File: src/rtl/noc_pkg.sv
// Shared types and default sizing for the NOC round-robin scheduler.
package noc_pkg;

  typedef enum logic [1:0] {
    IDLE     = 2'd0,
    SEND     = 2'd1,
    WAIT_ACK = 2'd2
  } sched_state_t;

  localparam int unsigned NOC_N_SRC  = 4;
  localparam int unsigned NOC_DATA_W = 16;

endpackage : noc_pkg

File: src/rtl/rr_pick.sv
// Combinational round-robin picker: first set request at or after ptr_i, wrapping.
module rr_pick #(
  parameter int unsigned N  = 4,
  parameter int unsigned PW = $clog2(N)
) (
  input  logic [N-1:0]  req_i,
  input  logic [PW-1:0] ptr_i,
  output logic          any_req_o,
  output logic [PW-1:0] win_o
);

  logic [2*N-1:0] dbl;
  logic [N-1:0]   rot;
  logic [PW-1:0]  sel;
  logic [PW:0]    sum;

  assign any_req_o = |req_i;

  always_comb begin
    // Rotate so the pointer position lands on bit 0, then pick the lowest set bit.
    dbl = {req_i, req_i} >> ptr_i;
    rot = dbl[N-1:0];
    sel = '0;
    for (int unsigned k = 0; k < N; k++) begin
      if (rot[N-1-k]) sel = PW'(N - 1 - k);
    end
    sum = {1'b0, sel} + {1'b0, ptr_i};
    if (sum >= (PW+1)'(N)) begin
      sum = sum - (PW+1)'(N);
    end
    win_o = sum[PW-1:0];
  end

endmodule : rr_pick

File: src/rtl/noc_rr_scheduler.sv
// Round-robin arbiter sharing one NOC destination port, with held packet and ack timeout.
module noc_rr_scheduler
  import noc_pkg::*;
#(
  parameter int unsigned N_SRC       = NOC_N_SRC,
  parameter int unsigned DATA_W      = NOC_DATA_W,
  parameter int unsigned ACK_TIMEOUT = 15
) (
  input  logic                       clk,
  input  logic                       reset,
  input  logic [N_SRC-1:0]           src_valid,
  input  logic [N_SRC*DATA_W-1:0]    src_data,
  output logic [N_SRC-1:0]           src_ready,
  output logic                       dst_valid,
  output logic [DATA_W-1:0]          dst_data,
  input  logic                       dst_ready,
  input  logic                       ack,
  output logic [$clog2(N_SRC)-1:0]   grant_id,
  output logic                       busy,
  output logic                       timeout_err
);

  localparam int unsigned GW = $clog2(N_SRC);
  localparam int unsigned CW = $clog2(ACK_TIMEOUT + 1);

  sched_state_t      state_q, state_d;
  logic [GW-1:0]     ptr_q, ptr_d;
  logic [GW-1:0]     gid_q, gid_d;
  logic [DATA_W-1:0] data_q, data_d;
  logic [CW-1:0]     cnt_q, cnt_d;
  logic              tmo_q, tmo_d;

  logic              any_req;
  logic [GW-1:0]     win;
  logic [GW-1:0]     next_ptr;
  logic [DATA_W-1:0] win_pkt;

  rr_pick #(
    .N  (N_SRC),
    .PW (GW)
  ) u_pick (
    .req_i     (src_valid),
    .ptr_i     (ptr_q),
    .any_req_o (any_req),
    .win_o     (win)
  );

  assign next_ptr = (gid_q == GW'(N_SRC - 1)) ? '0 : gid_q + 1'b1;

  always_comb begin
    win_pkt = '0;
    for (int unsigned i = 0; i < N_SRC; i++) begin
      if (win == GW'(i)) win_pkt = src_data[i*DATA_W +: DATA_W];
    end
  end

  always_comb begin
    state_d   = state_q;
    ptr_d     = ptr_q;
    gid_d     = gid_q;
    data_d    = data_q;
    cnt_d     = cnt_q;
    tmo_d     = 1'b0;
    src_ready = '0;
    unique case (state_q)
      IDLE: begin
        if (any_req) begin
          for (int unsigned i = 0; i < N_SRC; i++) begin
            src_ready[i] = (win == GW'(i));
          end
          data_d  = win_pkt;
          gid_d   = win;
          state_d = SEND;
        end
      end
      SEND: begin
        if (dst_ready) begin
          cnt_d   = '0;
          state_d = WAIT_ACK;
        end
      end
      WAIT_ACK: begin
        // Ack takes precedence over a timeout landing in the same cycle.
        if (ack) begin
          ptr_d   = next_ptr;
          state_d = IDLE;
        end else if (cnt_q == CW'(ACK_TIMEOUT - 1)) begin
          ptr_d   = next_ptr;
          tmo_d   = 1'b1;
          cnt_d   = '0;
          state_d = IDLE;
        end else begin
          cnt_d = cnt_q + 1'b1;
        end
      end
      default: state_d = IDLE;
    endcase
    if (reset) begin
      src_ready = '0;
    end
  end

  always_ff @(posedge clk) begin
    if (reset) begin
      state_q <= IDLE;
      ptr_q   <= '0;
      gid_q   <= '0;
      data_q  <= '0;
      cnt_q   <= '0;
      tmo_q   <= 1'b0;
    end else begin
      state_q <= state_d;
      ptr_q   <= ptr_d;
      gid_q   <= gid_d;
      data_q  <= data_d;
      cnt_q   <= cnt_d;
      tmo_q   <= tmo_d;
    end
  end

  assign dst_valid   = (state_q == SEND);
  assign dst_data    = data_q;
  assign grant_id    = gid_q;
  assign busy        = (state_q != IDLE);
  assign timeout_err = tmo_q;

endmodule : noc_rr_scheduler

File: config.mk
export PLATFORM = sky130hd
export DESIGN_NAME = noc_rr_scheduler
export DESIGN_NICKNAME = d
export VERILOG_FILES = /design/src/rtl/noc_pkg.sv /design/src/rtl/rr_pick.sv /design/src/rtl/noc_rr_scheduler.sv
export SDC_FILE = /design/constraint.sdc
export NUM_CORES = 1
export LEC_CHECK = 0
export ABC_AREA = 1
export BUFFER_PORTS_ARGS = -buffer_cell sky130_fd_sc_hd__buf_2
export CORE_UTILIZATION = 35
export DETAILED_ROUTE_END_ITERATION = 10
export PLACE_DENSITY = 0.65
export SYNTH_ARGS = -nofsm -noshare
export SYNTH_HDL_FRONTEND = slang
export SYNTH_HIERARCHICAL = 1
export SYNTH_SLANG_ARGS = --single-unit
File: constraint.sdc
create_clock -name clk -period 4.5 [get_ports clk]
set_clock_uncertainty 0.15 [all_clocks]
set_input_delay 0.9 -clock clk [delete_from_list [all_inputs] [get_ports clk]]
set_output_delay 0.9 -clock clk [all_outputs]
set_load 0.03 [all_outputs]
==> flow_summary.toml, run 1 <==
[status]
status = "complete, no violations"

[sta]
rsz0062_at_grt = "false"
max-slew-margin-rel = 0.597
fin_crit_sh = 0.922
whs_ns = 0.316
hold_viol = 0
tightest_slew_ns = 0.603
maxSlewViolCount = 0
max_freq_ghz = 0.241
finalSetupViolCount = 0
setup_slack_ns = 0.352
setup_tns_ns = 0
period_needed_ns = 4.15

[final_layout]
layout.nets = 450
antennaDiodeCount = 0
drive_gt1_frac = 0.316
finish.utilization = 0.483
syn_to_final_growth_pct = 32.0
finalInstanceArea_um2 = 2300
layout.cells.non_filler = 440

[floorplan]
rows = 25
die-area_um2 = 5250
die_h_um = 72.5
fp.dieW_um = 72.5
ioPinCount = 97
core-area_um2 = 4750
start_util = 0.366

[power_and_ir_drop]
p_leak_nw = 1.19
finalPower_uw = 719
p_per_area_nw_per_um2 = 313
peakVddDrop_uv = 145

[clock_network]
cts_buffers = 3
post_cts_buffers = 0
cts_tree = "built"
cts_sinks = 27
clk_path_buf_depth = 2
postCtsHoldBufs = 0
clock_latency_ns = 0.27
clockRootBuffer = "clkbuf_8"
h-tree-depth = 1
path_clk_slew_ns = 0.09
post_cts_resized = 0

[logic_synthesis]
ys_ff_latch = 27
yosysTopAreaCellShare = 0.311
syn_avg_cell_area_um2 = 6.17
synthCells = 282
ys_types = 21
ys_async_sr_fraction = 0
synth_most_common_cell = "nand2_1"
synth_area_um2 = 1740
yosys_warnings = 6
syn-num-nets = 358
synth-main-ff-cell = "dfxtp_1"
synth_common_cells = "nand2_1 (73), nand3_1 (50), nor2_1 (33), dfxtp_1 (27)"
ys_seq_area_frac = 0.311
synth_edf_count = 0
yosysTopAreaCell = "dfxtp_1"
synth.top_cells.by_area = "dfxtp_1 (31%), nand2_1 (16%), nand3_1 (14%)"

[detailed_routing]
drtPass1Iterations = 4
vias = 2093
drt_iter0_drc = 99
routed_wl_um = 5000
wl_per_cell_um = 11.4
drc = 0
viasPerCell = 4.76
ant_nets = 0

[global_route]
overflow = 0
antenna_found_initial = 0
grt_pass1_vias = 1911
track_usage = 0.199
grt_start_max_net_pins = 29
grt_pass1_wl_um = 8220

[critical_path]
critPathArrivalTime_ns = 3.10
end_kind = "primary output"
required_ns = 3.45
worst-path-buf-inv = 2
path_delay_family = "simple AND/OR/NAND/NOR gates"
crit_fanout = 17
max_stage_delay_ns = 0.45
crit_top_cell = "nand2_1"
slowest_stage = "nand2_1"
criticalPathCategory = "input port to primary output"
crit_chain = "buf_2 -> nand2_1 -> nand3_1 -> nand2_1 -> nand3_1 -> a21boi_1 -> ha_1 -> xor2_1 -> nand2_1 -> nand2_1 -> nand2_2 -> nor2_1 -> buf_2"
cp-start-kind = "input port"

[placement]
place_congestion = 0.851
hpwlAfterDp_um = 3940
dp.cells = 436
port_buffers = 96
dp_slack_ns = 0.355
dpl_cell_area_um2 = 2250

[min_path]
hp-class = "flip-flop to flip-flop"

[run]
maxCapViolCount = 0
==> cell usage in the layout, fill, tap and decap left out <==
cell type,count
o21ai_1,5
a21boi_1,1
nand3_1,50
clkbuf_1,1
a21oi_1,22
o21ai_0,22
inv_1,11
nand2_2,2
nor2_4,1
ha_1,4
xor2_1,1
nand2_1,73
nor3_1,4
inv_2,5
or2_2,6
dfxtp_1,27
clkbuf_8,3
or4_1,1
buf_4,5
nor2_1,33
buf_2,96
==> worst paths after layout <==
kind / from / endpoint / slack (ns) / depth (start not counted)
setup / recovery: src_valid[1] / src_ready[3] / 0.35 / 13
hold / removal: dst_data[2] / dst_data[2] / 0.32 / 2
setup reg to reg: ptr_q[0] / dst_data[10] / 1.54 / 16
hold reg to reg: dst_data[2] / dst_data[2] / 0.32 / 2
==> worst reg2reg max path: stages (launching register included) <==
cell,delay [ns]
dfxtp_1,0.45
inv_2,0.08
nand2_1,0.09
nand3_1,0.07
nand2_1,0.12
nand3_1,0.07
a21boi_1,0.14
ha_1,0.18
xor2_1,0.18
inv_1,0.06
nand3_1,0.08
nand2_1,0.36
nor2_4,0.46
nand2_1,0.12
nand3_1,0.11
nand2_1,0.07
a21oi_1,0.12
==> state kept, by name (all words and copies together), names as in the netlist <==
signal,count
cnt_q,4
state_q,2
timeout_err,1
dst_data,16
grant_id,2
ptr_q,2
==> per-layer routing <==
layer  share of wire  GRT usage
met5               0          0
met3           0.070     0.0444
met4           0.013     0.0458
met1            0.43      0.243
met2            0.49      0.356
==> power breakdown <==
part	switching, mW	internal [mW]	leakage [nW]	total (mW)
combinational	0.198	0.103	0.944	0.301
sequential	0.0158	0.267	0.222	0.282
clock	0.0723	0.0633	0.0228	0.136
total	0.286	0.433	1.19	0.719
==> cells by family (layout without fill, tap and decap cells) <==
logic type               count (synthesis)  count (layout)  share of synthesized area
adder cells (fa/ha/maj)                  4               4                     0.0288
AO/OA/AOI/OAI                           50              50                      0.145
AND/OR/NAND/NOR                        170             170                      0.424
XOR/XNOR                                 1               1                    0.00504
flip-flops                              27              27                      0.311
buffers and inverters                   30             121                     0.0863
==> layout make-up <==
class,count,area (um^2)
timing repair buffer,101,518
fill,528,2460
multi-input combinational,225,1050
tap,67,83.8
inverter,16,60.1
clock buffer,4,45.0
sequential,27,541
(Power assumes the default switching activity.)
==> inputs of run 2 (changes only) <==
Settings changed: REMOVE_ABC_BUFFERS set to 1.
==> flow_summary.toml, run 2 (synthesis results as in run 1) <==
[clock_network]
cts_tree = "built"
post_cts_resized = 0
path_clk_slew_ns = 0.10
cts_buffers = 3
clk_path_buf_depth = 2
postCtsHoldBufs = 0
cts_sinks = 27
post_cts_buffers = 0
clockRootBuffer = "clkbuf_8"
clock_latency_ns = 0.27
h-tree-depth = 1

[sta]
fin_crit_sh = 0.822
rsz0062_at_grt = "false"
period_needed_ns = 3.70
hold_viol = 0
setup_tns_ns = 0
maxSlewViolCount = 0
finalSetupViolCount = 0
tightest_slew_ns = 0.517
max-slew-margin-rel = 0.656
setup_slack_ns = 0.803
max_freq_ghz = 0.270

[floorplan]
fp.dieW_um = 72.5
die-area_um2 = 5250
start_util = 0.366
die_h_um = 72.5
rows = 25
ioPinCount = 97
core-area_um2 = 4750

[min_path]
hp-class = "flip-flop to flip-flop"

[placement]
port_buffers = 96
hpwlAfterDp_um = 3740
place_congestion = 0.801
dp_slack_ns = 0.790

[power_and_ir_drop]
p_leak_nw = 1.19
peakVddDrop_uv = 147
p_per_area_nw_per_um2 = 313

[final_layout]
final_cell_mix = "buf_2 (96), nand2_1 (73), nand3_1 (50)"
register_area_um2 = 541
largest_reg_flops = 16
layout_commonest_cell = "buf_2"
syn_to_final_growth_pct = 32.1
multiInputGateArea_um2 = 1050
antennaDiodeCount = 0
layout.nets = 450
fillers = 531
drive_gt1_frac = 0.319

[global_route]
grt_pass1_vias = 1879
track_usage = 0.197
grt_pass1_wl_um = 8230
antenna_found_initial = 0
overflow = 0
grt_start_max_net_pins = 25

[detailed_routing]
wl_per_cell_um = 11.1
drtPass1Iterations = 4
drc = 0
drt_iter0_drc = 83
viasPerCell = 4.75
top_layer_used = "met4"
vias = 2090
wl_met2_um = 2160
routed_wl_um = 4870
ant_nets = 0
wl_met1_um = 2310
wl_met3_um = 345

[critical_path]
required_ns = 3.45
critPathArrivalTime_ns = 2.65
crit_fanout = 15
criticalPathCategory = "input port to primary output"
end_kind = "primary output"
cp-start-kind = "input port"

[status]
status = "complete, no violations"

[run]
maxCapViolCount = 0
run 2: changes by cell type in the layout (fill, tap and decap cells not counted), sizes merged:
| cell | change |
|---|---|
| clkbuf | -1 |
| clkinv | +1 |
run 2: area by class of cell:
cell class | instances | share of cell area
inverters | 16 | 0.0261
clock buffers | 3 | 0.0180
multi-input cells | 225 | 0.456
clock inverters | 1 | 0.00218
flip-flops and latches | 27 | 0.235
well taps | 67 | 0.0365
repair buffers | 101 | 0.225
run 2: path summary, 6_finish.rpt:
kind / start / end / slack (ns) / cells after the start
min: dst_data[9] / dst_data[9] / 0.32 / 2
min reg2reg: dst_data[9] / dst_data[9] / 0.32 / 2
max reg2reg: ptr_q[0] / dst_data[2] / 1.63 / 17
max: src_valid[1] / src_ready[1] / 0.80 / 10
run 2: critical path: stages:
cell	delay [ns]
buf_2	0.09
nand2_1	0.06
nand3_1	0.09
nand2_1	0.08
nand3_1	0.07
a21boi_1	0.06
ha_1	0.61
inv_2	0.21
nor3_1	0.23
buf_2	0.22
run 2: metal layers:
metal / track usage / up-vias
li1: - / 1109
met1: 0.249 / 895
met2: 0.336 / 82
met3: 0.0444 / 4
met4: 0.0588 / 0
met5: 0 / -
run 2: stage by stage:
| step | std cells | total power [mW] | utilization | instance area [um^2] | hold slack, ns |
|---|---|---|---|---|---|
| final | 440 | 0.720 | 0.483 | 2300 | 0.316 |
| after global routing | 440 | 0.778 | 0.483 | 2300 | 0.332 |
| after CTS | 440 | 0.731 | 0.483 | 2300 | 0.321 |
| after detailed placement | 436 | 0.587 | 0.473 | 2250 | 0.306 |
| after global placement | 436 | 0.584 | 0.473 | 2250 | 0.300 |
| after floorplan | 268 | 0.480 | - | 1650 | 0.325 |
run 2: where the power goes:
part / internal (mW) / switching (mW) / leakage, nW / total (mW)
Combinational: 0.102 / 0.195 / 0.943 / 0.298
Clock: 0.0621 / 0.0772 / 0.0255 / 0.139
Sequential: 0.267 / 0.0163 / 0.222 / 0.283
